==> src/rtl/led_timer_pkg.sv <==
// Shared types and helpers for the scheduled LED/interval timer.
// Provides the FSM state type and the round-robin pick function used by rr_arbiter.
package led_timer_pkg;

    localparam int unsigned MAX_N = 8;
    localparam int unsigned IDX_W = 3;

    typedef enum logic {
        IDLE = 1'b0,
        RUN  = 1'b1
    } led_timer_state_t;

    // First set bit of req at or after ptr, wrapping modulo n; returns ptr if req is empty.
    function automatic logic [IDX_W-1:0] rr_pick(input logic [MAX_N-1:0] req,
                                                 input logic [IDX_W-1:0] ptr,
                                                 input int unsigned      n);
        logic [IDX_W-1:0] win;
        logic             found;
        int unsigned      idx;
        win   = ptr;
        found = 1'b0;
        for (int unsigned k = 0; k < MAX_N; k++) begin
            if (k < n) begin
                idx = (32'(ptr) + k) % n;
                if (!found && req[IDX_W'(idx)]) begin
                    win   = IDX_W'(idx);
                    found = 1'b1;
                end
            end
        end
        return win;
    endfunction

endpackage

==> src/rtl/rr_arbiter.sv <==
// Round-robin arbiter for led_timer_sched.
// Ports:
//   clk, rst        clock, synchronous active-high reset
//   eligible[N]     requests allowed to win this cycle
//   complete        strobe: service of owner finished, advance pointer past it
//   owner           index of the channel that just finished
//   winner_c        combinational winning index (valid only when valid_c)
//   valid_c         combinational: some eligible request exists
module rr_arbiter
    import led_timer_pkg::*;
#(
    parameter int unsigned N = 4
) (
    input  logic             clk,
    input  logic             rst,
    input  logic [N-1:0]     eligible,
    input  logic             complete,
    input  logic [IDX_W-1:0] owner,
    output logic [IDX_W-1:0] winner_c,
    output logic             valid_c
);

    logic [IDX_W-1:0] rr_ptr;

    // Search always starts at the channel after the most recently serviced one.
    assign winner_c = rr_pick(MAX_N'(eligible), rr_ptr, N);
    assign valid_c  = |eligible;

    always_ff @(posedge clk) begin
        if (rst) begin
            rr_ptr <= '0;
        end else if (complete) begin
            rr_ptr <= (owner == IDX_W'(N - 1)) ? '0 : owner + IDX_W'(1);
        end
    end

endmodule

==> src/rtl/led_timer_sched.sv <==
// led_timer_sched: one down-counter shared round-robin between N interval requesters.
// Each completed interval pulses that channel's done and toggles its LED.
// Ports:
//   clk            sole clock
//   rst            synchronous active-high reset
//   req[N]         level requests, held until gnt seen
//   dur[N*CNT_W]   per-channel durations, sampled at grant
//   gnt[N]         one-hot grant for the whole service
//   done[N]        one-cycle completion pulse
//   led[N]         per-channel toggle output
//   busy           high while servicing
// Optional build macro LED_TIMER_PRESCALE_EN: count decrements once every
// 2^PRESCALE_LOG2 cycles instead of every cycle.
module led_timer_sched
    import led_timer_pkg::*;
#(
    parameter int unsigned N             = 4,
    parameter int unsigned CNT_W         = 16,
    parameter int unsigned PRESCALE_LOG2 = 4
) (
    input  logic               clk,
    input  logic               rst,
    input  logic [N-1:0]       req,
    input  logic [N*CNT_W-1:0] dur,
    output logic [N-1:0]       gnt,
    output logic [N-1:0]       done,
    output logic [N-1:0]       led,
    output logic               busy
);

    led_timer_state_t state, state_nx;
    logic [CNT_W-1:0] count, count_nx, dur_sel_c;
    logic [IDX_W-1:0] owner, owner_nx, winner_c;
    logic [N-1:0]     gnt_nx, done_nx, led_nx, eligible_c;
    logic             busy_nx, valid_c, grant_c, complete_c, tick_c;

    // A channel pulsing done this cycle must not be re-granted immediately.
    assign eligible_c = req & ~done;

    rr_arbiter #(.N(N)) u_arb (
        .clk      (clk),
        .rst      (rst),
        .eligible (eligible_c),
        .complete (complete_c),
        .owner    (owner),
        .winner_c (winner_c),
        .valid_c  (valid_c)
    );

`ifdef LED_TIMER_PRESCALE_EN
    logic [PRESCALE_LOG2-1:0] presc;

    // Restarted at grant so every tick period is a full 2^PRESCALE_LOG2 cycles.
    always_ff @(posedge clk) begin
        if (rst || grant_c) begin
            presc <= '0;
        end else begin
            presc <= presc + PRESCALE_LOG2'(1);
        end
    end

    assign tick_c = &presc;
`else
    logic unused_presc;
    assign unused_presc = |32'(PRESCALE_LOG2);
    assign tick_c       = 1'b1;
`endif

    // Duration mux for the arbitration winner.
    always_comb begin
        dur_sel_c = '0;
        for (int unsigned i = 0; i < N; i++) begin
            if (winner_c == IDX_W'(i)) begin
                dur_sel_c = dur[i*CNT_W +: CNT_W];
            end
        end
    end

    // Next-state and output logic.
    always_comb begin
        state_nx   = state;
        count_nx   = count;
        owner_nx   = owner;
        gnt_nx     = gnt;
        busy_nx    = busy;
        led_nx     = led;
        done_nx    = '0;
        grant_c    = 1'b0;
        complete_c = 1'b0;
        case (state)
            IDLE: begin
                if (valid_c) begin
                    state_nx = RUN;
                    owner_nx = winner_c;
                    count_nx = dur_sel_c;
                    busy_nx  = 1'b1;
                    grant_c  = 1'b1;
                    for (int unsigned i = 0; i < N; i++) begin
                        gnt_nx[i] = (winner_c == IDX_W'(i));
                    end
                end
            end
            RUN: begin
                if (count == '0) begin
                    state_nx   = IDLE;
                    gnt_nx     = '0;
                    busy_nx    = 1'b0;
                    done_nx    = gnt;
                    led_nx     = led ^ gnt;
                    complete_c = 1'b1;
                end else if (tick_c) begin
                    count_nx = count - CNT_W'(1);
                end
            end
            default: state_nx = IDLE;
        endcase
    end

    always_ff @(posedge clk) begin
        if (rst) begin
            state <= IDLE;
            count <= '0;
            owner <= '0;
            gnt   <= '0;
            done  <= '0;
            led   <= '0;
            busy  <= 1'b0;
        end else begin
            state <= state_nx;
            count <= count_nx;
            owner <= owner_nx;
            gnt   <= gnt_nx;
            done  <= done_nx;
            led   <= led_nx;
            busy  <= busy_nx;
        end
    end

endmodule

==> config.mk <==
export PLATFORM = sky130hd
export DESIGN_NAME = led_timer_sched
export DESIGN_NICKNAME = d
export VERILOG_FILES = /design/src/rtl/led_timer_pkg.sv /design/src/rtl/rr_arbiter.sv /design/src/rtl/led_timer_sched.sv
export SDC_FILE = /design/constraint.sdc
export NUM_CORES = 1
export LEC_CHECK = 0
export BUFFER_PORTS_ARGS = -buffer_cell sky130_fd_sc_hd__buf_4
export CAP_MARGIN = 20
export CELL_PAD_IN_SITES_DETAIL_PLACEMENT = 1
export CELL_PAD_IN_SITES_GLOBAL_PLACEMENT = 1
export CORE_ASPECT_RATIO = 0.8
export CORE_MARGIN = 2
export CORE_UTILIZATION = 39
export CTS_CLUSTER_DIAMETER = 50
export CTS_CLUSTER_SIZE = 20
export DETAILED_ROUTE_END_ITERATION = 7
export PLACE_DENSITY_LB_ADDON = 0.1
export SYNTH_ARGS = -nofsm -noshare
export SYNTH_HDL_FRONTEND = slang
export SYNTH_HIERARCHICAL = 1
export SYNTH_SLANG_ARGS = --single-unit
==> constraint.sdc <==
create_clock -name clk -period 5.91 [get_ports clk]
set_clock_uncertainty 0.05 [all_clocks]
set_input_delay 0.591 -clock clk [delete_from_list [all_inputs] [get_ports clk]]
set_output_delay 0.591 -clock clk [all_outputs]
set_load 0.01 [all_outputs]
==> results.txt <==
The worst path arrival time is 3190 ps. For this run, asynchronously set or reset flops after synthesis account for 0%. The number of flops mapped to enable cells by yosys is 0.

The post-route DRC violation count came out at 0. The number of cells after detailed placement came out at 419. The number of I/O pins came out at 83. The count of warnings emitted by yosys is 6. STA puts the critical path data required time at 6040 ps.

The library cell used most frequently in the layout, excluding fill and tap cells, is sky130_fd_sc_hd__buf_4. Across all hold checks on the routed design, the worst slack comes to 414 ps. The routability congestion estimate came out at 0.793. Once detail routing completed, the nets flagged for antenna violations numbered 0. The wire length of the first global-routing pass came out at 12100 um. The maximum frequency from static timing analysis is 327 MHz. The count of cells in the finished layout, fillers not included, comes to 428. The total count of max-transition violations in the final report is 0. The sequential cell area is 721 um^2. The detailed-placement wirelength estimate is 5360 um. The worst-case vdd ir drop came out at 0.108 mV. The number of buffers and inverters on the critical path came out at 2.

The number of buffers inserted for hold repair after clock tree synthesis came out at 0. The total via count in the routed design came out at 2414. For this run, the leading register cell type out of synthesis is sky130_fd_sc_hd__dfxtp_1.

For this configuration, the core starts out at a cell density of 39.9%. STA classifies the critical path startpoint as a register. The pre-antenna-repair detailed-routing pass consisted of 4 iterations. The worst hold path belongs to the class register to register. The clock-pin slew reported for the worst setup and hold paths after clock tree synthesis is 80 ps. The maximum count of clock buffers along a single path came out at 2. Counting every instance in the synthesized netlist gives 270. After the last flow step, the layout net total stands at 418. The CTS sink count is 36. Dividing the detail-routed wire length by the instance count gives 17.2 um. The number of post-CTS setup repair buffers is 0. The number of antenna diodes came out at 0. The die is 73.2 um tall. Once placement finished, the instance area stood at 0.00300 mm^2. The slew at the pin with the worst max-slew slack is 1050 ps. The floorplan die width came out at 90.5 um. At the later pin of the worst-skew pair, clock insertion delay measures 300 ps. The run finished with clean final reports. The area of the core is 0.00585 mm^2.

Subtracting the final worst setup slack from the clock period gives 3060 ps. The number of DRC markers in iteration 0 came out at 82. The hold violation count in the final report is 0. The tool flagged a number of max-cap violations equal to 0. The H-tree was split into 2 levels.

TritonCTS built the clock tree. The combined area of the multi-input logic cells came out at 0.00150 mm^2. The die footprint is 0.00663 mm^2.

The maximum single-stage delay on the critical path is 720 ps. The final layout contains routed wiring with a total length of 7360 um. The final instance area is 0.00310 mm^2. The number of global-route vias before repair is 2447.

The placement row count came out at 25. The global-route usage over all layers is 22.9%. The average cell area after synthesis is 8.65 um^2.

The area share of the largest cell type after synthesis came out at 30.9%. The setup path with the least slack is of type register to register. The cell area after synthesis is 0.00233 mm^2. The endpoint kind of the worst setup timing path is a register. Relative to the synthesized area, the layout overhead comes to 32.6%. The highest net fanout along the worst path came out at 12. The distinct cell type count of the synthesized netlist is 54. The largest area contributor in the synthesized netlist is sky130_fd_sc_hd__dfxtp_1. Adding up every negative setup slack in the final design gives 0 ps. The number of nets in the synthesized netlist is 342.

At the end of the flow the core is filled with cells to 52.9%. The family of cells with the greatest summed delay on the critical path is simple AND/OR/NAND/NOR gates. By area the synthesized netlist is led by sky130_fd_sc_hd__dfxtp_1 31%, sky130_fd_sc_hd__mux4_2 16%, sky130_fd_sc_hd__nand2_1 5.3%. The cell chosen for the clock root is sky130_fd_sc_hd__clkbuf_8. The number of synthesized register bits came out at 36. Global routing finished with a remaining overflow of 0.

Setup repair after global routing left no endpoint under its margin. Of the cells placed in the final design, the portion with a size suffix greater than 1 is 34.6%. The worst-case headroom to the max-slew limit is 30.0%. Entering global routing, the biggest net connects 35 pins.

The layout has 731 filler cells. The total CTS buffers came out at 5. The worst reg-to-reg setup slack came out at 2850 ps. For this run, the register share of the synthesized area comes to 30.9%. Dividing the final minimum period by the clock period gives 51.7%.

The initial antenna violation count is 0. The number of vias per cell after detailed routing is 5.64. The library cells used most frequently in the layout, excluding fill and tap cells, are 86 x sky130_fd_sc_hd__buf_4, 36 x sky130_fd_sc_hd__dfxtp_1, 33 x sky130_fd_sc_hd__nand2_1. The analysis attributes to cell leakage a power of 1.27 nW. The cell at the slowest stage of the critical path is sky130_fd_sc_hd__nor3b_2. The post-cts repair resize count came out at 0.

The count of port buffers added during placement is 82. The critical path goes through inv_1 > ha_1 > or4b_1 > nor3b_2 > a31oi_1 > buf_4 > a32oi_1 > nor2_1. The ratio of total power to cell area is 221 mW/mm^2. The final-report setup violation count came out at 0.
[cell families (layout without fill, tap and decap cells)]
logic type      count (synthesis)  after routing  share of synthesized area [%]
xor+xnor                        4              4                           1.50
flops                          36             36                           30.9
fa+ha+maj                       2              2                           1.07
simple gates                  116            116                           24.9
compound gates                 65             65                           19.3
buf+inv                        29            106                           5.57
mux                            18             18                           16.8
[flip-flops by register name, summed over array words and instances, names as in the netlist]
register      count
owner             3
done              4
led               4
u_arb/rr_ptr      3
gnt               4
busy              1
state             1
count            16
[cell usage after synthesis, types with 2 or more instances]
master	number
sky130_fd_sc_hd__o41ai_1	2
sky130_fd_sc_hd__a32o_1	4
sky130_fd_sc_hd__buf_2	2
sky130_fd_sc_hd__clkbuf_1	10
sky130_fd_sc_hd__o21ai_0	13
sky130_fd_sc_hd__inv_1	11
sky130_fd_sc_hd__o211ai_1	2
sky130_fd_sc_hd__a21oi_1	18
sky130_fd_sc_hd__mux4_2	17
sky130_fd_sc_hd__buf_6	2
sky130_fd_sc_hd__nor3_1	10
sky130_fd_sc_hd__nor4_1	2
sky130_fd_sc_hd__buf_1	2
sky130_fd_sc_hd__nor4b_1	2
sky130_fd_sc_hd__a221oi_1	2
sky130_fd_sc_hd__a31oi_1	4
sky130_fd_sc_hd__xor2_1	4
sky130_fd_sc_hd__nor2b_1	7
sky130_fd_sc_hd__ha_1	2
sky130_fd_sc_hd__nand2_1	33
sky130_fd_sc_hd__a32oi_1	3
sky130_fd_sc_hd__dfxtp_1	36
sky130_fd_sc_hd__nand3_1	9
sky130_fd_sc_hd__nand2b_1	4
sky130_fd_sc_hd__nand4_1	5
sky130_fd_sc_hd__nor2_1	31
sky130_fd_sc_hd__and2_1	4
sky130_fd_sc_hd__o21a_1	3
[worst min-delay path: stages (launching register included)]
cell and delay, ps:
sky130_fd_sc_hd__dfxtp_1 320, sky130_fd_sc_hd__nand2_1 50, sky130_fd_sc_hd__a21oi_1 50
[per-stage QoR]
step	setup WS [ps]	total power (W)
global placement	2670	0.000500
floorplan	2880	0.000430
detailed placement	2620	0.000507
global route	2650	0.000726
finish	2850	0.000684
CTS	2860	0.000688
[area by class of cell]
class / instances / share of cell area [%]
multi-input cells: 205 / 48.3
flip-flops and latches: 36 / 23.3
repair buffers: 86 / 20.8
well taps: 81 / 3.27
clock buffers: 5 / 2.22
inverters: 12 / 1.45
clock inverters: 3 / 0.606
[routing by layer]
| layer | track usage [%] | vias to the layer above | routed length (um) |
|---|---|---|---|
| met5 | 0 | - | 0 |
| met4 | 5.47 | 0 | 46 |
| met3 | 4.34 | 5 | 299 |
| met2 | 38.6 | 51 | 3470 |
| met1 | 30.7 | 1206 | 3540 |
| li1 | - | 1152 | - |
[worst paths after layout]
| check | start | end | cells after the start |
|---|---|---|---|
| setup / recovery | count[1] | count[8] | 8 |
| hold / removal | owner[1] | owner[1] | 2 |
| setup reg to reg | count[1] | count[8] | 8 |
| hold reg to reg | owner[1] | owner[1] | 2 |
[power breakdown]
part	total, W	internal (W)	leakage, nW	switching [W]
sequential	0.000286	0.000262	0.295	0.0000244
combinational	0.000218	0.000107	0.927	0.000111
clock	0.000180	0.0000823	0.0479	0.0000977
Power figures use the tool's default switching activity.
